### config.mk
export PLATFORM = sky130hd
export DESIGN_NAME = cdb_arbiter
export DESIGN_NICKNAME = d
export VERILOG_FILES = /design/src/rtl/cdb_pkg.sv /design/src/rtl/cdb_arbiter_rr_pick2.sv /design/src/rtl/cdb_arbiter.sv
export SDC_FILE = /design/constraint.sdc
export NUM_CORES = 1
export LEC_CHECK = 0
export ABC_AREA = 1
export CAP_MARGIN = 5
export CORE_UTILIZATION = 46
export DETAILED_ROUTE_END_ITERATION = 6
export GPL_ROUTABILITY_DRIVEN = 1
export PLACE_DENSITY_LB_ADDON = 0.2
export SLEW_MARGIN = 20
export SYNTH_ARGS = -nofsm -noshare
export SYNTH_HDL_FRONTEND = slang
export SYNTH_SLANG_ARGS = --single-unit
### constraint.sdc
create_clock -name clk -period 7.7 [get_ports clk]
set_input_delay 1.54 -clock clk [delete_from_list [all_inputs] [get_ports clk]]
set_output_delay 1.54 -clock clk [all_outputs]
set_load 0.1 [all_outputs]
### src/rtl/cdb_pkg.sv
// cdb_pkg: shared defaults and helpers for the CDB write-port arbiter.
//   NUM_REQ_DEF / ROBEN_W_DEF / DATA_W_DEF : default arbiter geometry
//   FU_*                                   : requester slot of each functional unit
//   next_idx()                             : modulo-n increment used for the round-robin pointer
package cdb_pkg;

   localparam int unsigned NUM_REQ_DEF = 4;
   localparam int unsigned ROBEN_W_DEF = 5;
   localparam int unsigned DATA_W_DEF  = 32;

   localparam int unsigned FU_ALU0 = 0;
   localparam int unsigned FU_ALU1 = 1;
   localparam int unsigned FU_LS   = 2;
   localparam int unsigned FU_BR   = 3;

   function automatic int unsigned next_idx(input int unsigned idx, input int unsigned n);
      return (idx + 1 >= n) ? 0 : idx + 1;
   endfunction

endpackage

### src/rtl/cdb_arbiter_rr_pick2.sv
// rr_pick2: combinational round-robin find-first-two.
//   valid      in  : requester i has a result
//   is_branch  in  : result i is a branch resolution
//   ptr        in  : round-robin start index (0..NUM_REQ-1)
//   pick1/_valid out : first valid requester at or after ptr
//   pick2/_valid out : next valid requester after pick1; when pick1 is a
//                      branch, the next valid non-branch instead
module rr_pick2 #(
   parameter int unsigned NUM_REQ = 4,
   localparam int unsigned IDX_W  = $clog2(NUM_REQ)
) (
   input  logic [NUM_REQ-1:0] valid,
   input  logic [NUM_REQ-1:0] is_branch,
   input  logic [IDX_W-1:0]   ptr,
   output logic [IDX_W-1:0]   pick1,
   output logic               pick1_valid,
   output logic [IDX_W-1:0]   pick2,
   output logic               pick2_valid
);

   logic br1;

   always_comb begin
      pick1       = '0;
      pick1_valid = 1'b0;
      pick2       = '0;
      pick2_valid = 1'b0;
      br1         = 1'b0;
      for (int unsigned k = 0; k < NUM_REQ; k++) begin
         int unsigned s;
         s = 32'(ptr) + k;
         if (s >= NUM_REQ) s = s - NUM_REQ;
         if (valid[IDX_W'(s)]) begin
            if (!pick1_valid) begin
               pick1_valid = 1'b1;
               pick1       = IDX_W'(s);
               br1         = is_branch[IDX_W'(s)];
            end else if (!pick2_valid && !(br1 && is_branch[IDX_W'(s)])) begin
               // a second branch is skipped so only one decision reaches the ROB
               pick2_valid = 1'b1;
               pick2       = IDX_W'(s);
            end
         end
      end
   end

endmodule

### src/rtl/cdb_arbiter.sv
// cdb_arbiter: shares the two ROB CDB write ports among NUM_REQ result producers.
//   clk, rst (async, active-high)
//   flush          in  : squash all grants this cycle
//   req_valid/req_is_branch/req_taken in [NUM_REQ] : per-requester status
//   req_roben      in  : packed NUM_REQ x ROBEN_W
//   req_data       in  : packed NUM_REQ x DATA_W
//   req_ready      out : combinational grant (transfer on valid & ready)
//   cdb_roben1/2, cdb_data1/2 out : registered winners, ROBEN 0 = idle
//   cdb_branch_dec out : taken bit of the branch granted last cycle
//   err_roben0     out : sticky, a granted request carried ROBEN 0
module cdb_arbiter
   import cdb_pkg::*;
#(
   parameter int unsigned NUM_REQ = NUM_REQ_DEF,
   parameter int unsigned ROBEN_W = ROBEN_W_DEF,
   parameter int unsigned DATA_W  = DATA_W_DEF
) (
   input  logic                       clk,
   input  logic                       rst,
   input  logic                       flush,
   input  logic [NUM_REQ-1:0]         req_valid,
   input  logic [NUM_REQ-1:0]         req_is_branch,
   input  logic [NUM_REQ*ROBEN_W-1:0] req_roben,
   input  logic [NUM_REQ*DATA_W-1:0]  req_data,
   input  logic [NUM_REQ-1:0]         req_taken,
   output logic [NUM_REQ-1:0]         req_ready,
   output logic [ROBEN_W-1:0]         cdb_roben1,
   output logic [DATA_W-1:0]          cdb_data1,
   output logic [ROBEN_W-1:0]         cdb_roben2,
   output logic [DATA_W-1:0]          cdb_data2,
   output logic                       cdb_branch_dec,
   output logic                       err_roben0
);

   localparam int unsigned IDX_W = $clog2(NUM_REQ);

   logic [ROBEN_W-1:0] roben_arr [NUM_REQ];
   logic [DATA_W-1:0]  data_arr  [NUM_REQ];

   logic [IDX_W-1:0]   rr_ptr;
   logic [IDX_W-1:0]   pick1, pick2;
   logic               pick1_valid, pick2_valid;
   logic               grant1, grant2;

   logic [ROBEN_W-1:0] roben1_n, roben2_n;
   logic [DATA_W-1:0]  data1_n, data2_n;
   logic               dec_n;
   logic               err_hit;
   logic [IDX_W-1:0]   last_grant;

   always_comb begin
      for (int unsigned k = 0; k < NUM_REQ; k++) begin
         roben_arr[k] = req_roben[k*ROBEN_W +: ROBEN_W];
         data_arr[k]  = req_data[k*DATA_W +: DATA_W];
      end
   end

   rr_pick2 #(.NUM_REQ(NUM_REQ)) u_pick (
      .valid       (req_valid),
      .is_branch   (req_is_branch),
      .ptr         (rr_ptr),
      .pick1       (pick1),
      .pick1_valid (pick1_valid),
      .pick2       (pick2),
      .pick2_valid (pick2_valid)
   );

   assign grant1 = pick1_valid && !flush;
   assign grant2 = pick2_valid && !flush;

   always_comb begin
      req_ready = '0;
      if (!rst) begin
         if (grant1) req_ready[pick1] = 1'b1;
         if (grant2) req_ready[pick2] = 1'b1;
      end
   end

   // ROBEN 0 results are consumed but leave the port idle (roben and data 0)
   always_comb begin
      roben1_n = '0;
      data1_n  = '0;
      roben2_n = '0;
      data2_n  = '0;
      dec_n    = 1'b0;
      err_hit  = 1'b0;
      if (grant1) begin
         roben1_n = roben_arr[pick1];
         if (roben_arr[pick1] != '0) begin
            data1_n = data_arr[pick1];
            if (req_is_branch[pick1]) dec_n = req_taken[pick1];
         end else begin
            err_hit = 1'b1;
         end
      end
      if (grant2) begin
         roben2_n = roben_arr[pick2];
         if (roben_arr[pick2] != '0) begin
            data2_n = data_arr[pick2];
            if (req_is_branch[pick2]) dec_n = dec_n | req_taken[pick2];
         end else begin
            err_hit = 1'b1;
         end
      end
      last_grant = grant2 ? pick2 : pick1;
   end

   always_ff @(posedge clk or posedge rst) begin
      if (rst) begin
         cdb_roben1     <= '0;
         cdb_data1      <= '0;
         cdb_roben2     <= '0;
         cdb_data2      <= '0;
         cdb_branch_dec <= 1'b0;
         err_roben0     <= 1'b0;
         rr_ptr         <= '0;
      end else begin
         cdb_roben1     <= roben1_n;
         cdb_data1      <= data1_n;
         cdb_roben2     <= roben2_n;
         cdb_data2      <= data2_n;
         cdb_branch_dec <= dec_n;
         if (err_hit) err_roben0 <= 1'b1;
         if (grant1) rr_ptr <= IDX_W'(next_idx(32'(last_grant), NUM_REQ));
      end
   end

   // Requesters must hold their payload until granted (a flush releases them).
   for (genvar g = 0; g < NUM_REQ; g++) begin : g_hold_chk
      a_hold : assert property (@(posedge clk) disable iff (rst)
         (req_valid[g] && !req_ready[g] && !flush) |=>
            (req_valid[g]
             && $stable(req_is_branch[g])
             && $stable(req_taken[g])
             && $stable(req_roben[g*ROBEN_W +: ROBEN_W])
             && $stable(req_data[g*DATA_W +: DATA_W])));
   end

endmodule

==> metrics.md, run 1 <==
| Metric | Value |
|---|---|
| Outcome | finished clean |
| RSZ-0062 raised after global routing | false |
| Reg2reg start | rr_ptr[0] |
| Placed cell count | 1111 |
| # resized after CTS | 0 |
| Vias/cell | roughly 5.7 |
| Grt total ovfl | 0 |
| R2R cell count | 20 |
| Avg Synthesized Cell Area | 6.946 µm² |
| Worst skew pair latency | 0.34 ns |
| Die height | around 110 µm |
| Core footprint | 0.01103 mm² |
| Final setup vio count | 0 |
| First DRT Iteration DRCs | 525 |
| Initial Util | 47.98% |
| H-Tree Depth | 3 |
| Worst Max-Slew Pin Slew | 1.044 ns |
| Final nets | 1146 |
| Vias in the first global route | around 6000 |
| Root buffer cell | clkbuf_16 |
| Routed WL | 20280 µm |
| Max Slew Vio Count | 0 |
| Die Area | 0.01194 mm² |
| Count of cell types in the netlist | 33 |
| Largest fanout on the critical path | 30 |
| Die W | 109.3 µm |
| Sequential area share after synthesis | 36.88% |
| Number of synthesized register bits | 78 |
| Worst Setup SP | req_valid[3] |
| Post-Layout Cell Count | 1127 |
| Internal reg-to-reg setup slack | 3.16 ns |
| First-pass GRT wire length | a little over 30000 µm |
| Port bufs | 242 |
| Largest net degree at the start of global routing | 43 |
| Setup crit end | req_ready[3] |
| Vias | 6374 |
| Gpl congestion | around 1 |
| Final Critical Period | 6.451 ns |
| Synth warn | 0 |
| Slew HR | 30.19% |
| Layout cells sized above 1 | between 8 and 9% |
| CP Launch Type | input port |
| Post-synth EDFFs | 0 |
| Syn Std Cell Area | 0.005293 mm² |
| Post-synth net total | 926 |
| FILL cells | 938 |
| Post-Syn Instances | 762 |
| Commonest non-fill, non-tap cells in the layout | clkdlybuf4s50_1, nand2_1, inv_1 |
| Commonest non-fill, non-tap cell in the layout | clkdlybuf4s50_1 |
| Setup TNS | 0 ns |
| P&R area growth vs syn | 51.68% |
| # IOs | about 240 |
| Critical path required time | slightly above 6 ns |
| Sink Count | 78 |
| Clk slew on worst S/H paths | 0.06 ns |
| Setup Fix Bufs, Post-CTS | 0 |
| Final Hold Fails | 0 |
| Total of max-cap violations | 0 |
| Gr usage total | 34.18% |
| CTS tree | yes |
| DRC errors left | 0 |
| Synth Flop Type | dfrtp_1 |
| Num CTS Buffers | 9 |
| DPL Wire Length | 13890 µm |
| Cts hold-fix bufs | 0 |
| Biggest cell delay along the critical path | 0.48 ns |
| Routed met3 length | 2192 µm |
| Crit-path cells | clkdlybuf4s50_1 > inv_1 > nand2_1 > nand3_1 > nand2_2 > inv_1 > nand2_1 > nand3_1 > nand2_1 > nand2_1 > nor2_4 > nand3_4 > nand2_2 > nand2_2 > inv_1 > nand2_1 > a21oi_1 > buf_4 |
| Crit Path Class | input port to primary output |
| First-pass DRT Iterations | 7 |
| Synth async-reset ratio | 100.0% |
| Wirelength per Cell | 17.99 µm |
| Initial antenna violation count | 1 |
| CP most frequent cell | nand2_1 |
| R2R Path End | cdb_data2[14] |
| Clock tree buffer depth | 2 |
| M1 WL | roughly 7800 µm |
| Worst EP arrival | 4.91 ns |
| Maximum clock rate | 0.1550 GHz |
| Met2 wire len | approximately 9500 µm |
| Top routing layer used | met4 |
| Final period util | 83.78% |
| Routed Antenna Nets | 0 |
| Crit. End Element | primary output |
| Slowest stage cell, crit path | clkdlybuf4s50_1 |
| Hold Path Class | register to register |
| FP Rows | 38 |
| Clk_skew | 0.005742 ns |
==> sequential cells by signal (all words and copies together), names as in the netlist <==
name            count
cdb_roben1          5
rr_ptr              2
err_roben0          1
cdb_roben2          5
cdb_branch_dec      1
cdb_data2          32
cdb_data1          32
==> cells by family (layout without fill, tap and decap cells) <==
| group | count (synthesis) | after routing | share of synthesized area [%] |
|---|---|---|---|
| compound gates | 185 | 185 | 22.08 |
| xor+xnor | 1 | 1 | 0.1655 |
| fa+ha+maj | 1 | 1 | 0.2364 |
| buf+inv | 151 | 375 | 12.06 |
| flops | 78 | 78 | 36.88 |
| other cells | 0 | 1 | 0 |
| simple gates | 346 | 346 | 28.58 |
==> worst min path at each step <==
stage	startpoint	end	slack, ns	cells after the start
after detailed placement	err_roben0	err_roben0	0.48	2
final	err_roben0	err_roben0	0.51	2
after global routing	err_roben0	err_roben0	0.52	2
after global placement	err_roben0	err_roben0	0.48	2
after CTS	err_roben0	err_roben0	0.51	2
after floorplan	rr_ptr[1]	rr_ptr[1]	0.57	2
==> synthesized netlist by cell type, types with 6 or more instances <==
cell type | instances | area share [%]
a21oi_1 | 65 | 6.1
buf_2 | 9 | 0.85
buf_6 | 6 | 1.3
clkbuf_1 | 23 | 1.6
dfrtp_1 | 78 | 37
inv_1 | 101 | 7.2
inv_2 | 7 | 0.50
nand2_1 | 186 | 13
nand2_2 | 14 | 1.7
nand3_1 | 22 | 2.1
nor2_1 | 69 | 4.9
nor2_2 | 7 | 0.83
nor3_1 | 21 | 2.0
o2111ai_1 | 20 | 3.3
o21ai_0 | 23 | 2.2
o21ai_1 | 7 | 0.66
o221ai_1 | 27 | 4.5
o22ai_1 | 35 | 4.1
or2_2 | 14 | 1.7
==> metal layers <==
metal / vias to the layer above / GRT usage (%)
met5: - / 0
met4: 0 / 16.67
met3: 65 / 6.336
met2: 421 / 56.96
met1: 2903 / 42.38
li1: 2985 / -
==> worst max-delay path, delay by kind of cell <==
family | cells | cell delay [ns]
AOI/OAI and AO/OA | 1 | 0.24
buffers and inverters | 5 | 1.26
and+or+nand+nor | 12 | 1.86
==> per-stage QoR <==
| step | hold slack, ns | worst slack [ns] | util, % | area [µm²] |
|---|---|---|---|---|
| 5_1_grt | 0.5232 | 0.9932 | 72.78 | 8028 |
| 4_1_cts | 0.5068 | 1.252 | 72.75 | 8025 |
| 6_report | 0.5063 | 1.249 | 72.78 | 8028 |
| 2_1_floorplan | 0.5697 | 1.434 | - | 5293 |
| 3_3_place_gp | 0.4817 | 1.339 | 70.12 | 7735 |
| 3_5_place_dp | 0.4779 | 1.288 | 70.12 | 7735 |
==> area by class of cell <==
class / count / area, µm² / area share, %
diodes: 1 / 2.502 / 0.03117
clock buffers: 11 / 242.7 / 3.024
clock inverters: 4 / 47.55 / 0.5923
inverters: 108 / 406.6 / 5.065
multi-input cells: 533 / 2714 / 33.81
flip-flops and latches: 78 / 1952 / 24.31
well taps: 140 / 175.2 / 2.182
repair buffers: 252 / 2487 / 30.99
Power of run 1 is not shown: default switching activity piles up to over one toggle a cycle in this logic, so the estimate is an artifact.
==> run 2: changes to the inputs <==
- CORE_UTILIZATION: 46 -> 38
- clock period: 7.7 -> 5.6 ns (I/O delays scaled with it)
==> run 2 against run 1 <==
Sequential cell count did not move; count of clock-buffer cells in the layout did not move; routed wire length rose by 1.9%; die area rose by 21%; sequential share of layout area fell by 0.37 points; core utilization fell by 12 points; register-to-register slack got worse by 1.6 ns; design area rose by 1.5%; highest routed layer unchanged; critical endpoint is now req_ready[0]; non-clock buffer count rose by 6; setup slack got worse by 0.47 ns; global-route usage fell by 4.9 points.
==> metrics.md, run 2 (synthesis results as in run 1) <==
| Metric | Value |
|---|---|
| Outcome | finished clean |
| Worst Setup SP | req_is_branch[1] |
| P&R area growth vs syn | 54.02% |
| Critical path required time | 4.48 ns (-1.68 ns) |
| Initial antenna violation count | 0 (-1) |
| Crit Path Class | input port to primary output |
| Routed Antenna Nets | 0 (unchanged) |
| First DRT Iteration DRCs | 474 (-9.7%) |
| Worst Max-Slew Pin Slew | 1.066 ns (+0.02236 ns) |
| Crit-path cells | clkdlybuf4s50_1 > nand2_1 > nand2_1 > nand2_1 > nand2_1 > nand3_1 > nand3_1 > nand2_1 > nand3_1 > nand2_1 > inv_2 > nand2_2 > buf_4 > nor2_2 > nand2_1 > a21oi_1 > buf_12 |
| Setup Fix Bufs, Post-CTS | 0 (unchanged) |
| Core footprint | 0.01340 mm² (+21%) |
| Vias/cell | 5.281 (-6.6%) |
| Commonest non-fill, non-tap cells in the layout | clkdlybuf4s50_1, nand2_1, inv_1 |
| Max Slew Vio Count | 0 (unchanged) |
| Wirelength per Cell | 17.67 µm (-1.8%) |
| Reg2reg start | rr_ptr[0] |
| Root buffer cell | clkbuf_16 |
| Total of max-cap violations | 0 (unchanged) |
| Num CTS Buffers | 9 (unchanged) |
| R2R cell count | 19 (-5.0%) |
| Internal reg-to-reg setup slack | 1.52 ns (-1.64 ns) |
| CP top delay family | buffers and inverters |
| Placed cell count | 1153 (+3.8%) |
| Die height | 120.0 µm (+9.8%) |
| Met2 global-route usage | 47.13% (-9.8 points) |
| Die Area | 0.01440 mm² (+21%) |
| Slowest stage cell, crit path | clkdlybuf4s50_1 |
| First-pass DRT Iterations | 6 (-1) |
| Buf/Inv on CP | 4 (-1) |
| Commonest non-fill, non-tap cell in the layout | clkdlybuf4s50_1 |
| CTS tree | yes |
| Final setup vio count | 0 (unchanged) |
| Largest fanout on the critical path | 19 (-37%) |
| Final nets | 1152 (+0.52%) |
| Gr usage total | 29.27% (-4.9 points) |
| Biggest regs | cdb_data1: 32 flops, cdb_data2: 32 flops |
| Final Critical Period | 4.820 ns |
| Sink Count | 78 (unchanged) |
| FILL cells | 1262 (+35%) |
| Routed WL | 20660 µm (+1.9%) |
| Worst hold stages | 2 (unchanged) |
| DRC errors left | 0 (unchanged) |
| Final period util | 86.07% |
| RSZ-0062 raised after global routing | false |
| Port bufs | 242 (unchanged) |
| Worst EP arrival | 3.70 ns (-1.21 ns) |
| GR peak layer | met2 |
| # resized after CTS | 0 (unchanged) |
| Clk slew on worst S/H paths | 0.06 ns (about the same) |
| Biggest cell delay along the critical path | 0.58 ns (+0.10 ns) |
| DP Worst Slack | 0.8360 ns (-0.4523 ns) |
| Slew HR | 28.69% (-1.5 points) |
| Origin of the worst min-delay path | err_roben0 |
| Initial Util | 39.50% (-8.5 points) |
| Clk_skew | 0.004508 ns (-0.001234 ns) |
| Layout cells sized above 1 | 8.862% (+0.65 points) |
| First-pass GRT wire length | 32530 µm (+5.2%) |
| Vias | 6173 (-3.2%) |
| DPL Wire Length | 14070 µm (+1.2%) |
| Clock tree buffer depth | 2 (unchanged) |
| PnR worst setup slack | 0.7799 ns (-0.4687 ns) |
| Post-Layout Cell Count | 1169 (+3.7%) |
| R2R Path End | cdb_data1[27] |
| CP Launch Type | input port |
| Worst skew pair latency | 0.33 ns (about the same) |
| CP most frequent cell | nand2_1 |
| Final Hold Fails | 0 (unchanged) |
| Die W | 120.0 µm (+9.8%) |
| H-Tree Depth | 3 (unchanged) |
| FP Rows | 42 (+11%) |
| # IOs | 243 (unchanged) |
| Vias in the first global route | 6059 (+0.71%) |
| Hold Path Class | register to register |
| Hold EP | err_roben0 |
| Met1 usage | 38.74% (-3.6 points) |
| Cts hold-fix bufs | 0 (unchanged) |
| Crit. End Element | primary output |
| Maximum clock rate | around 0.21 GHz |
| Gpl congestion | 0.9702 (-3.9%) |
| Grt total ovfl | 0 (unchanged) |
| Largest net degree at the start of global routing | 45 (+4.7%) |
| Setup TNS | 0 ns (unchanged) |
| Ant diodes | 0 (-1) |
| Met3 global-route usage | 5.751% (-0.58 points) |
-- run 2: changes by cell type in the layout (fill, tap and decap cells not counted), sizes merged --
cell      delta
diode        -1
inv          +1
clkinvlp     +1
bufinv       -1
buf          +6
-- run 2: through the flow --
step,hold slack [ns],util [%],cell area (µm²)
floorplan,0.5697,-,5293
global placement,0.5205,58.77,7875
detailed placement,0.4930,58.77,7875
CTS,0.5209,60.83,8152
global route,0.5538,60.83,8152
finish,0.5230,60.83,8152
-- run 2: worst min-delay path: stages, from the launching register on --
cell	delay (ns)
dfrtp_1	0.38
nor2_1	0.06
nand2_1	0.05
-- run 2: worst max path at each step --
stage | slack, ns | to | cells past startpoint
finish | 0.78 | req_ready[0] | 17
global route | 0.56 | req_ready[3] | 18
CTS | 0.81 | req_ready[3] | 18
detailed placement | 0.84 | req_ready[3] | 18
global placement | 0.86 | req_ready[1] | 17
floorplan | 0.17 | req_ready[0] | 17
-- run 2: per-layer routing --
layer	routed length [µm]	share of wire, %	vias to the layer above
met5	0	0	-
met4	622	3.0	0
met3	1653	8.0	48
met2	9573	46	299
met1	8806	43	2838
li1	-	-	2988
-- run 2: final cells by class --
type,count,area [µm²],share of cell area [%]
well taps,176,220.2,2.701
multi-input cells,533,2714,33.29
clock buffers,11,242.7,2.978
repair buffers,258,2582,31.68
inverters,108,406.6,4.988
flip-flops and latches,78,1952,23.94
clock inverters,5,33.78,0.4144
Power of run 2 is left out for the same reason.
